===== config.mk =====
export PLATFORM = sky130hd
export DESIGN_NAME = cpr_softrc_meas_ctrl
export DESIGN_NICKNAME = d
export VERILOG_FILES = /design/src/rtl/cpr_softrc_meas_ctrl.sv
export SDC_FILE = /design/constraint.sdc
export NUM_CORES = 1
export LEC_CHECK = 0
export CORE_MARGIN = 1.5
export CORE_UTILIZATION = 45
export CTS_CLUSTER_SIZE = 8
export DETAILED_ROUTE_END_ITERATION = 6
export GPL_ROUTABILITY_DRIVEN = 0
export PLACE_DENSITY = 0.66
export SLEW_MARGIN = 20
export SYNTH_ARGS = -nofsm -noshare
export SYNTH_HDL_FRONTEND = slang
export SYNTH_SLANG_ARGS = --single-unit

===== constraint.sdc =====
create_clock -name CLK -period 3.87 [get_ports CLK]
set_input_delay 0.5805 -clock CLK [delete_from_list [all_inputs] [get_ports CLK]]
set_output_delay 0.5805 -clock CLK [all_outputs]
set_load 0.1 [all_outputs]

===== src/rtl/cpr_softrc_meas_ctrl.sv =====
// rtl/cpr_softrc_meas_ctrl.sv - soft CPR ring oscillator measurement controller
`timescale 1ns/100ps
module cpr_softrc_meas_ctrl #(
    parameter int CNT_W       = 16,
    parameter int WIN_W       = 16,
    parameter int SETTLE_CYC  = 8,
    parameter int SYNC_STAGES = 2
) (
    input  logic             CLK,
    input  logic             RST,
    input  logic             START,
    input  logic             ABORT,
    input  logic [WIN_W-1:0] WIN_LEN,
    input  logic [CNT_W-1:0] THRESH,
    output logic             PD_RC,
    input  logic             PDRC_IN,
    output logic             BUSY,
    output logic             DONE,
    output logic [CNT_W-1:0] COUNT,
    output logic             SLOW,
    output logic             OVF
);

    localparam int SET_W = $clog2(SETTLE_CYC + 1);
    localparam int DRN_W = $clog2(SYNC_STAGES + 2);
    localparam int PH_A  = (WIN_W > SET_W) ? WIN_W : SET_W;
    localparam int PH_W  = (PH_A > DRN_W) ? PH_A : DRN_W;

    typedef enum logic [2:0] {
        S_IDLE,
        S_SETTLE,
        S_MEASURE,
        S_DRAIN,
        S_DONE
    } state_t;

    state_t                 state;
    logic [SYNC_STAGES-1:0] sync_q;
    logic                   edge_prev;
    logic                   rise;
    logic [PH_W-1:0]        phase;
    logic [WIN_W-1:0]       win_q;
    logic [CNT_W-1:0]       thr_q;
    logic [CNT_W-1:0]       acc;
    logic                   ovf_acc;
    logic                   aborted;

    // Presets match the ring's idle-high level so release does not look like an edge
    always_ff @(posedge CLK or posedge RST) begin
        if (RST) begin
            sync_q    <= '1;
            edge_prev <= 1'b1;
        end else begin
            sync_q    <= {sync_q[SYNC_STAGES-2:0], PDRC_IN};
            edge_prev <= sync_q[SYNC_STAGES-1];
        end
    end

    assign rise = sync_q[SYNC_STAGES-1] & ~edge_prev;

    always_ff @(posedge CLK or posedge RST) begin
        if (RST) begin
            state   <= S_IDLE;
            PD_RC   <= 1'b1;
            BUSY    <= 1'b0;
            DONE    <= 1'b0;
            COUNT   <= '0;
            SLOW    <= 1'b0;
            OVF     <= 1'b0;
            phase   <= '0;
            win_q   <= '0;
            thr_q   <= '0;
            acc     <= '0;
            ovf_acc <= 1'b0;
            aborted <= 1'b0;
        end else begin
            DONE <= 1'b0;
            case (state)
                S_IDLE: begin
                    if (START && !ABORT) begin
                        win_q   <= WIN_LEN;
                        thr_q   <= THRESH;
                        acc     <= '0;
                        ovf_acc <= 1'b0;
                        aborted <= 1'b0;
                        if (WIN_LEN == '0) begin
                            state <= S_DONE;
                            DONE  <= 1'b1;
                            COUNT <= '0;
                            SLOW  <= (THRESH != '0);
                            OVF   <= 1'b0;
                        end else begin
                            state <= S_SETTLE;
                            PD_RC <= 1'b0;
                            BUSY  <= 1'b1;
                            phase <= PH_W'(SETTLE_CYC - 1);
                        end
                    end
                end
                S_SETTLE: begin
                    if (ABORT) begin
                        state   <= S_DRAIN;
                        PD_RC   <= 1'b1;
                        aborted <= 1'b1;
                        phase   <= PH_W'(SYNC_STAGES);
                    end else if (phase == '0) begin
                        state <= S_MEASURE;
                        phase <= PH_W'(win_q) - PH_W'(1);
                    end else begin
                        phase <= phase - PH_W'(1);
                    end
                end
                S_MEASURE: begin
                    if (rise) begin
                        if (acc == {CNT_W{1'b1}})
                            ovf_acc <= 1'b1;
                        else
                            acc <= acc + CNT_W'(1);
                    end
                    if (ABORT || phase == '0) begin
                        state   <= S_DRAIN;
                        PD_RC   <= 1'b1;
                        aborted <= ABORT;
                        phase   <= PH_W'(SYNC_STAGES);
                    end else begin
                        phase <= phase - PH_W'(1);
                    end
                end
                S_DRAIN: begin
                    // Lets the forced-high ring edge flush through the synchroniser uncounted
                    if (phase == '0) begin
                        BUSY <= 1'b0;
                        if (aborted) begin
                            state <= S_IDLE;
                        end else begin
                            state <= S_DONE;
                            DONE  <= 1'b1;
                            COUNT <= acc;
                            SLOW  <= (acc < thr_q);
                            OVF   <= ovf_acc;
                        end
                    end else begin
                        phase <= phase - PH_W'(1);
                    end
                end
                S_DONE: begin
                    state <= S_IDLE;
                end
                default: begin
                    state <= S_IDLE;
                    PD_RC <= 1'b1;
                    BUSY  <= 1'b0;
                end
            endcase
        end
    end

endmodule


==> flow_metrics.env, run 1 <==
export IMPL_combPwrFrac_pct=28.4
export IMPL_cts_tree="yes"
export IMPL_synth_ff_type="dfrtp_1"
export IMPL_max_vdd_ir_drop_uv=349.8
export IMPL_ys_seq_area_share_pct=45.25
export IMPL_crit_chain="clkdlybuf4s50_1 > nand2b_1 > nor2_1 > nand2_1 > o32a_4 > clkinv_2 > nand3_1 > nand2_1"
export IMPL_synth_cell_types=66
export IMPL_required_ns=4.10
export IMPL_firstDrtPassIters=4
export IMPL_drive_above_1_share_pct=7.443
export IMPL_min_period_ns=2.761
export IMPL_netlist_top_cell_by_area="dfrtp_1"
export IMPL_fin_crit_sh_pct=71.35
export IMPL_placed_area_um2=5787
export IMPL_io_buffer_count=57
export IMPL_nets=669
export IMPL_synth_cell_area_um2=5154
export IMPL_worstRegToRegCells=6
export IMPL_fmax_mhz=362.2
export IMPL_powerDensity_nw_per_um2=533.9
export IMPL_r2r_start="state[1]"
export IMPL_clkSlewWorstSetupHoldPaths_ns=0.06
export IMPL_cp_slowest_cell="clkdlybuf4s50_1"
export IMPL_antenna_found_initial=0
export IMPL_die_w_um=110.0
export IMPL_yosys_cell_count_top_type="nand2_1"
export IMPL_antennaDiodeCount=0
export IMPL_cts_setup_buffers=0
export IMPL_max_stage_delay_ns=0.65
export IMPL_ys_seq_elements=93
export IMPL_p_int_mw=2.122
export IMPL_vias=4215
export IMPL_h_tree_depth=3
export IMPL_p_leak_nw=2.796
export IMPL_clock_path_buffers=2
export IMPL_drv_slew=0
export IMPL_rrSetupSlack_ns=1.21
export IMPL_p_sw_mw=1.136
export IMPL_startpoint_type="input pin"
export IMPL_fin_tns_setup_ns=0
export IMPL_drc=0
export IMPL_syn_to_final_growth_pct=18.40
export IMPL_min_path_cells=0
export IMPL_grt_pass1_vias=4223
export IMPL_drv_cap=0
export IMPL_hold_buffers=0
export IMPL_grt_first_pass_wirelength_um=20380
export IMPL_cts_sinks=93
export IMPL_yosysWarningCount=0
export IMPL_insertion_delay_ns=0.34
export IMPL_rows=38
export IMPL_die_area_um2=12100
export IMPL_setup_viol=0
export IMPL_ctsResizeCount=0
export IMPL_syn_nets=623
export IMPL_fin_area_um2=6102
export IMPL_async_flop_share_pct=100.0
export IMPL_core_area_um2=10980
export IMPL_endpoint_kind="register"
export IMPL_crit_fanout=20
export IMPL_holdPathEnd="sync_q[1]"
export IMPL_die_height_um=110.0
export IMPL_crit_top_cell="nand2_1"
export IMPL_synth_area_leaders="dfrtp_1 (43%), nand2_1 (8.8%), ha_1 (4.6%)"
export IMPL_status="completed"
export IMPL_start_util_pct=46.92
export IMPL_synthCells=567
export IMPL_min_from="sync_q[0]"
export IMPL_swShare_pct=34.87
export IMPL_synth_edf_count=0
export IMPL_drt_wirelength_per_cell_um=16.10
export IMPL_arrival_ns=2.99
export IMPL_rsz0062_at_grt="no"
export IMPL_grt_max_degree=63
export IMPL_ant_nets=0
export IMPL_drt_total_wl_um=12210
export IMPL_rr_endpoint="COUNT[4]"
export IMPL_vias_per_cell=5.561
export IMPL_hp_class="register to register"
export IMPL_worst_clock_skew_ns=0.004490
export IMPL_worstMarginPinSlew_ns=1.070
export IMPL_syn_mean_instance_area_um2=9.089
export IMPL_worstSetupPathType="input pin to register"
export IMPL_synth_top_area_share_pct=43.21
export IMPL_synth_common_cells="nand2_1 (121), dfrtp_1 (89), nor2_1 (41), o21ai_0 (37), nand3_1 (28)"
export IMPL_cts_buffers_inserted=9
export IMPL_track_usage_pct=22.08
export IMPL_dp_hpwl_um=8854
export IMPL_grt_overflow_total=0
export IMPL_io_pins=58
export IMPL_cts_root_buf="clkbuf_16"
export IMPL_p_clk_share_pct=28.9
export IMPL_sequentialPowerShare_pct=42.8
export IMPL_slew_headroom_pct=28.43
export IMPL_drt_first_iter_violations=258
export IMPL_final_hold_viol_count=0
[metrics by stage]
stage	util (%)	hold WS [ns]	setup slack, ns	total power [mW]	cells
final	55.56	0.3551	1.109	3.258	758
after floorplan	-	0.3452	0.8758	2.074	567
after global placement	52.69	0.3468	0.8648	2.297	742
after CTS	55.56	0.3529	1.143	3.279	758
after global routing	55.56	0.3547	0.9452	3.444	758
after detailed placement	52.69	0.3476	0.7746	2.328	742
[sequential cells by signal (all words and copies together), names as in the netlist, 2 cells and up]
register	flops
COUNT	16
acc	16
phase	16
thr_q	16
win_q	16
state	3
sync_q	2
[layer usage]
layer	up-vias	part of all wire (%)	global-route usage (%)	wire length (um)
met5	-	0	0	0
met4	0	2.2	8.256	267
met3	22	3.4	4.938	409
met2	77	51	38.51	6215
met1	2036	44	26.62	5312
li1	2080	-	-	-
[cell usage in the layout (no fill, tap or decap), types with 12 or more instances in the layout]
master	Yosys	routed
nor3_1	13	13
o21ai_0	37	37
clkdlybuf4s50_1	0	57
ha_1	19	19
nor2_1	41	41
nand3_1	28	28
nor4_1	12	12
xor2_1	18	18
nand2_1	121	121
dfrtp_1	89	89
inv_1	25	24
a21oi_1	14	14
[final cells by class]
cell class	count	area [um2]
sequential	93	2332
inverter	26	100.1
clock inverter	6	86.33
tap	140	175.2
timing repair buffer	59	598.1
multi-input combinational	424	2581
fill	972	4881
clock buffer	10	229.0
[cell families (layout without fill, tap and decap cells)]
family | Yosys count | count (layout) | synth area share (%)
buffers and inverters | 50 | 101 | 4.831
adder cells (fa/ha/maj) | 19 | 19 | 4.613
multiplexers | 1 | 1 | 0.1942
XOR/XNOR | 26 | 26 | 4.419
AND/OR/NAND/NOR | 271 | 271 | 26.22
flip-flops | 93 | 93 | 45.25
AO/OA/AOI/OAI | 107 | 107 | 14.47
[power groups by stage]
stage	sequential [mW]	clock [mW]	combinational, mW
floorplan	1.47	0	0.601
global placement	1.40	0	0.898
detailed placement	1.41	0	0.921
CTS	1.39	0.961	0.929
global route	1.42	0.994	1.03
finish	1.39	0.941	0.924
[how the worst max path moves through the flow]
stage / to / from / cells past startpoint
5_1_grt: OVF / ABORT / 8
2_1_floorplan: BUSY / RST / 1
6_report: COUNT[4] / ABORT / 8
4_1_cts: COUNT[4] / ABORT / 8
3_5_place_dp: COUNT[4] / ABORT / 8
3_3_place_gp: COUNT[6] / ABORT / 8
[critical path: cells and delay by family]
kind	cells	cell delay, ns
AOI/OAI and AO/OA	1	0.41
buffers and inverters	2	0.93
and+or+nand+nor	5	1.06
Note: power is estimated with default switching activity, not from simulation.
==> inputs of run 2 (changes only) <==
Settings changed: PLACE_DENSITY 0.66 to 0.69.
Clock period 3.87 ns to 2.5 ns, I/O delays scaled along.
==> flow_metrics.env, run 2 (same netlist as run 1, synthesis figures left out) <==
export IMPL_startpoint_type="register"
export IMPL_insertion_delay_ns=0.36
export IMPL_arrival_ns=2.53
export IMPL_drc=0
export IMPL_dp_hpwl_um=9125
export IMPL_grt_pass1_vias=4290
export IMPL_start_util_pct=46.92
export IMPL_drv_slew=0
export IMPL_cts_buffers_inserted=9
export IMPL_antenna_found_initial=0
export IMPL_die_height_um=110.0
export IMPL_firstDrtPassIters=4
export IMPL_vias_per_cell=5.671
export IMPL_p_leak_nw=2.920
export IMPL_fin_crit_sh_pct=91.00
export IMPL_track_usage_pct=22.60
export IMPL_rr_endpoint="phase[14]"
export IMPL_rrSetupSlack_ns=0.22
export IMPL_crit_fanout=12
export IMPL_worst_clock_skew_ns=0.01373
export IMPL_cts_root_buf="clkbuf_16"
export IMPL_nFillCells=982
export IMPL_clkSlewWorstSetupHoldPaths_ns=0.07
export IMPL_grt_max_degree=63
export IMPL_cts_setup_buffers=0
export IMPL_powerDensity_nw_per_um2=812.1
export IMPL_clock_path_buffers=2
export IMPL_die_w_um=110.0
export IMPL_grt_first_pass_wirelength_um=20830
export IMPL_layout_commonest_cell="nand2_1"
export IMPL_antennaDiodeCount=0
export IMPL_nets=690
export IMPL_status="completed"
export IMPL_ant_nets=0
export IMPL_cts_tree="yes"
export IMPL_h_tree_depth=3
export IMPL_drt_total_wl_um=12580
export IMPL_rsz0062_at_grt="no"
export IMPL_rows=38
export IMPL_io_pins=58
export IMPL_drt_wirelength_per_cell_um=16.15
export IMPL_hp_class="input pin to async pin"
export IMPL_r2r_start="phase[11]"
export IMPL_worstRegToRegCells=6
export IMPL_syn_to_final_growth_pct=20.49
export IMPL_worstMarginPinSlew_ns=0.5802
export IMPL_endpoint_kind="register"
export IMPL_required_ns=2.75
export IMPL_die_area_um2=12100
export IMPL_fmax_mhz=439.6
export IMPL_hold_ws_ns=0.3075
export IMPL_final_cell_mix="nand2_1 (121), dfrtp_1 (89), nor2_1 (41), buf_4 (41), o21ai_0 (37)"
export IMPL_min_period_ns=2.275
export IMPL_utilization_pct=56.54
export IMPL_drv_cap=0
export IMPL_drive_above_1_share_pct=13.77
export IMPL_final_hold_viol_count=0
export IMPL_worstSetupPathType="register to register"
export IMPL_io_buffer_count=57
export IMPL_core_area_um2=10980
export IMPL_drt_first_iter_violations=303
export IMPL_slew_headroom_pct=61.18
export IMPL_fin_tns_setup_ns=0
export IMPL_max_vdd_ir_drop_uv=669.3
export IMPL_setup_viol=0
export IMPL_hold_buffers=0
export IMPL_cts_sinks=93
export IMPL_vias=4418
export IMPL_grt_overflow_total=0
## run 2: cell types whose count changed in the layout (fill, tap and decap cells not counted), sizes merged
cell | previous run | this run
buf | 2 | 43
clkbuf | 10 | 11
clkdlybuf4s50 | 57 | 36
clkinvlp | 1 | 3
bufinv | 2 | 1
a21oi | 15 | 16
clkinv | 4 | 2
## run 2: through the flow
step	cell area (um2)	setup WS (ns)	power, mW	std cells
floorplan	5157	0.5044	3.211	567
global placement	5899	0.08767	3.585	762
detailed placement	5899	0.08224	3.643	762
CTS	6201	0.1435	5.062	778
global route	6210	0.1299	5.344	779
finish	6210	0.2250	5.043	779
## run 2: worst max-delay path: stages (launching register included)
cell and delay [ns]:
dfrtp_1 0.40, nor4_2 0.52, and4_1 0.49, a211o_2 0.36, a21o_1 0.13, a21boi_0 0.09, a21o_1 0.19
## run 2: cell type report
class	instances	area (um2)	share of cell area, %
Multi-Input combinational cell	425	2590	41.71
Sequential cell	93	2332	37.56
Timing Repair Buffer	79	708.2	11.40
Clock buffer	11	242.7	3.909
Tap cell	140	175.2	2.821
Inverter	26	102.6	1.652
Clock inverter	5	58.81	0.9470
## run 2: metal layers
layer | wire, um | vias to the layer above | global-route usage [%]
met5 | 0 | - | 0
met4 | 347 | 0 | 8.998
met3 | 454 | 30 | 5.115
met2 | 6006 | 103 | 36.38
met1 | 5776 | 2157 | 29.59
li1 | - | 2128 | -
## run 2: where the power goes
| group | switching, mW | internal, mW |
|---|---|---|
| Clock | 0.610 | 0.805 |
| Sequential | 0.319 | 1.82 |
| Combinational | 0.870 | 0.618 |
| Total | 1.80 | 3.24 |
## run 2: how the worst max path moves through the flow
stage	startpoint	to	slack (ns)	cells after the start
final	phase[11]	phase[14]	0.22	6
after global routing	phase[0]	phase[15]	0.13	8
after CTS	phase[0]	phase[7]	0.14	8
after detailed placement	WIN_LEN[8]	phase[5]	0.08	8
after global placement	WIN_LEN[8]	phase[6]	0.09	8
after floorplan	phase[0]	phase[7]	0.50	9
## run 2: repair_timing
action	in CTS	in global routing
endpoints found under the setup margin	0	2
gates resized for setup	0	0
endpoints found under the hold margin	0	0
==> inputs of run 3 (changes only) <==
Settings changed: RECOVER_POWER from default to 25.
==> flow_metrics.env, run 3 (same netlist as run 1, synthesis figures left out) <==
export IMPL_fin_area_um2=6188
export IMPL_hold_ws_ns=0.3610
export IMPL_io_buffer_count=57
export IMPL_cts_tree="yes"
export IMPL_dp_hpwl_um=9125
export IMPL_p_int_mw=3.239
export IMPL_fmax_mhz=440.1
export IMPL_drive_above_1_share_pct=13.62
export IMPL_worst_clock_skew_ns=0.009573
export IMPL_startpoint_type="register"
export IMPL_core_area_um2=10980
export IMPL_slew_headroom_pct=18.29
export IMPL_crit_fanout=12
export IMPL_setup_viol=0
export IMPL_ctsResizeCount=0
export IMPL_powerDensity_nw_per_um2=813.2
export IMPL_worst_path_dominant_cell_family="simple AND/OR/NAND/NOR gates"
export IMPL_crit_buf_inv=0
export IMPL_grtUsageMet1_pct=29.59
export IMPL_cts_sinks=93
export IMPL_min_period_ns=2.272
export IMPL_crit_top_cell="a21o_1"
export IMPL_final_hold_viol_count=0
export IMPL_syn_to_final_growth_pct=20.08
export IMPL_grt_overflow_total=0
export IMPL_p_sw_mw=1.793
export IMPL_grt_pass1_vias=4290
export IMPL_worstMarginPinSlew_ns=1.226
export IMPL_layout_setup_ws_ns=0.2275
export IMPL_drc=0
export IMPL_nFillCells=986
export IMPL_grt_first_pass_wirelength_um=20830
export IMPL_utilization_pct=56.35
export IMPL_pre_cts_ws_ns=0.08224
export IMPL_drt_total_wl_um=12560
export IMPL_start_util_pct=46.92
export IMPL_top_usage_layer="met2"
export IMPL_required_ns=2.75
export IMPL_layout_commonest_cell="nand2_1"
export IMPL_drt_wirelength_per_cell_um=16.13
export IMPL_min_path_cells=0
export IMPL_insertion_delay_ns=0.36
export IMPL_status="completed"
export IMPL_power_mw=5.033
export IMPL_die_area_um2=12100
export IMPL_worstSetupPathType="register to register"
export IMPL_antenna_found_initial=0
export IMPL_placed_area_um2=5899
export IMPL_fin_crit_sh_pct=90.90
export IMPL_crit_chain="nor4_2 > and4_1 > a211o_2 > a21o_1 > a21boi_0 > a21o_1"
export IMPL_nets=690
export IMPL_rows=38
export IMPL_p_leak_nw=2.911
export IMPL_swShare_pct=35.64
export IMPL_vias_per_cell=5.670
export IMPL_io_pins=58
export IMPL_max_vdd_ir_drop_uv=668.2
export IMPL_worst_path_stages=6
export IMPL_h_tree_depth=3
export IMPL_clkSlewWorstSetupHoldPaths_ns=0.07
export IMPL_stdcell_count=779
export IMPL_drv_cap=0
export IMPL_arrival_ns=2.52
export IMPL_endpoint_kind="register"
export IMPL_use_met2_pct=36.38
export IMPL_cts_setup_buffers=0
export IMPL_p_clk_share_pct=28.0
export IMPL_final_cell_mix="nand2_1 (121), dfrtp_1 (89), nor2_1 (41)"
export IMPL_drt_first_iter_violations=273
export IMPL_rsz0062_at_grt="no"
export IMPL_die_w_um=110.0
export IMPL_ant_nets=0
export IMPL_die_height_um=110.0
export IMPL_clock_path_buffers=2
export IMPL_track_usage_pct=22.60
export IMPL_vias=4417
export IMPL_cp_slowest_cell="nor4_2"
export IMPL_fin_tns_setup_ns=0
export IMPL_met3_usage_pct=5.115
export IMPL_firstDrtPassIters=4
export IMPL_max_stage_delay_ns=0.51
export IMPL_dp_cells=762
export IMPL_hp_class="register to register"
export IMPL_cts_root_buf="clkbuf_16"
export IMPL_antennaDiodeCount=0
export IMPL_cts_buffers_inserted=9
export IMPL_drv_slew=0
export IMPL_grt_max_degree=63
export IMPL_hold_buffers=0
export IMPL_sequentialPowerShare_pct=42.5
export IMPL_worstRegToRegCells=6
export IMPL_combPwrFrac_pct=29.5
-- run 3: area by class of cell --
class                      instances  area, um2  share of cell area (%)
sequential                        93       2332                   37.69
clock buffer                      11      242.7                   3.922
inverter                          26      100.1                   1.617
tap                              140      175.2                   2.831
timing repair buffer              79      689.4                   11.14
multi-input combinational        425       2590                   41.85
clock inverter                     5      58.81                  0.9503
-- run 3: worst paths after layout --
path | startpoint | endpoint | slack [ns]
worst max-delay path | phase[11] | phase[14] | 0.23
worst min-delay path | sync_q[0] | sync_q[1] | 0.36
worst max register to register | phase[11] | phase[14] | 0.23
worst min register to register | sync_q[0] | sync_q[1] | 0.36
max in group asynchronous | RST | win_q[1] | 0.61
min in group asynchronous | RST | win_q[15] | 0.45
-- run 3: power by group through the flow --
| stage | logic [mW] | registers [mW] | clock network, mW |
|---|---|---|---|
| after floorplan | 0.931 | 2.28 | 0 |
| after global placement | 1.44 | 2.15 | 0 |
| after detailed placement | 1.49 | 2.16 | 0 |
| after CTS | 1.49 | 2.13 | 1.44 |
| after global routing | 1.65 | 2.18 | 1.51 |
| final | 1.48 | 2.14 | 1.41 |
-- run 3: layer usage --
metal | vias up | wire, um
li1 | 2128 | -
met1 | 2151 | 5680
met2 | 111 | 6053
met3 | 27 | 508
met4 | 0 | 319
met5 | - | 0
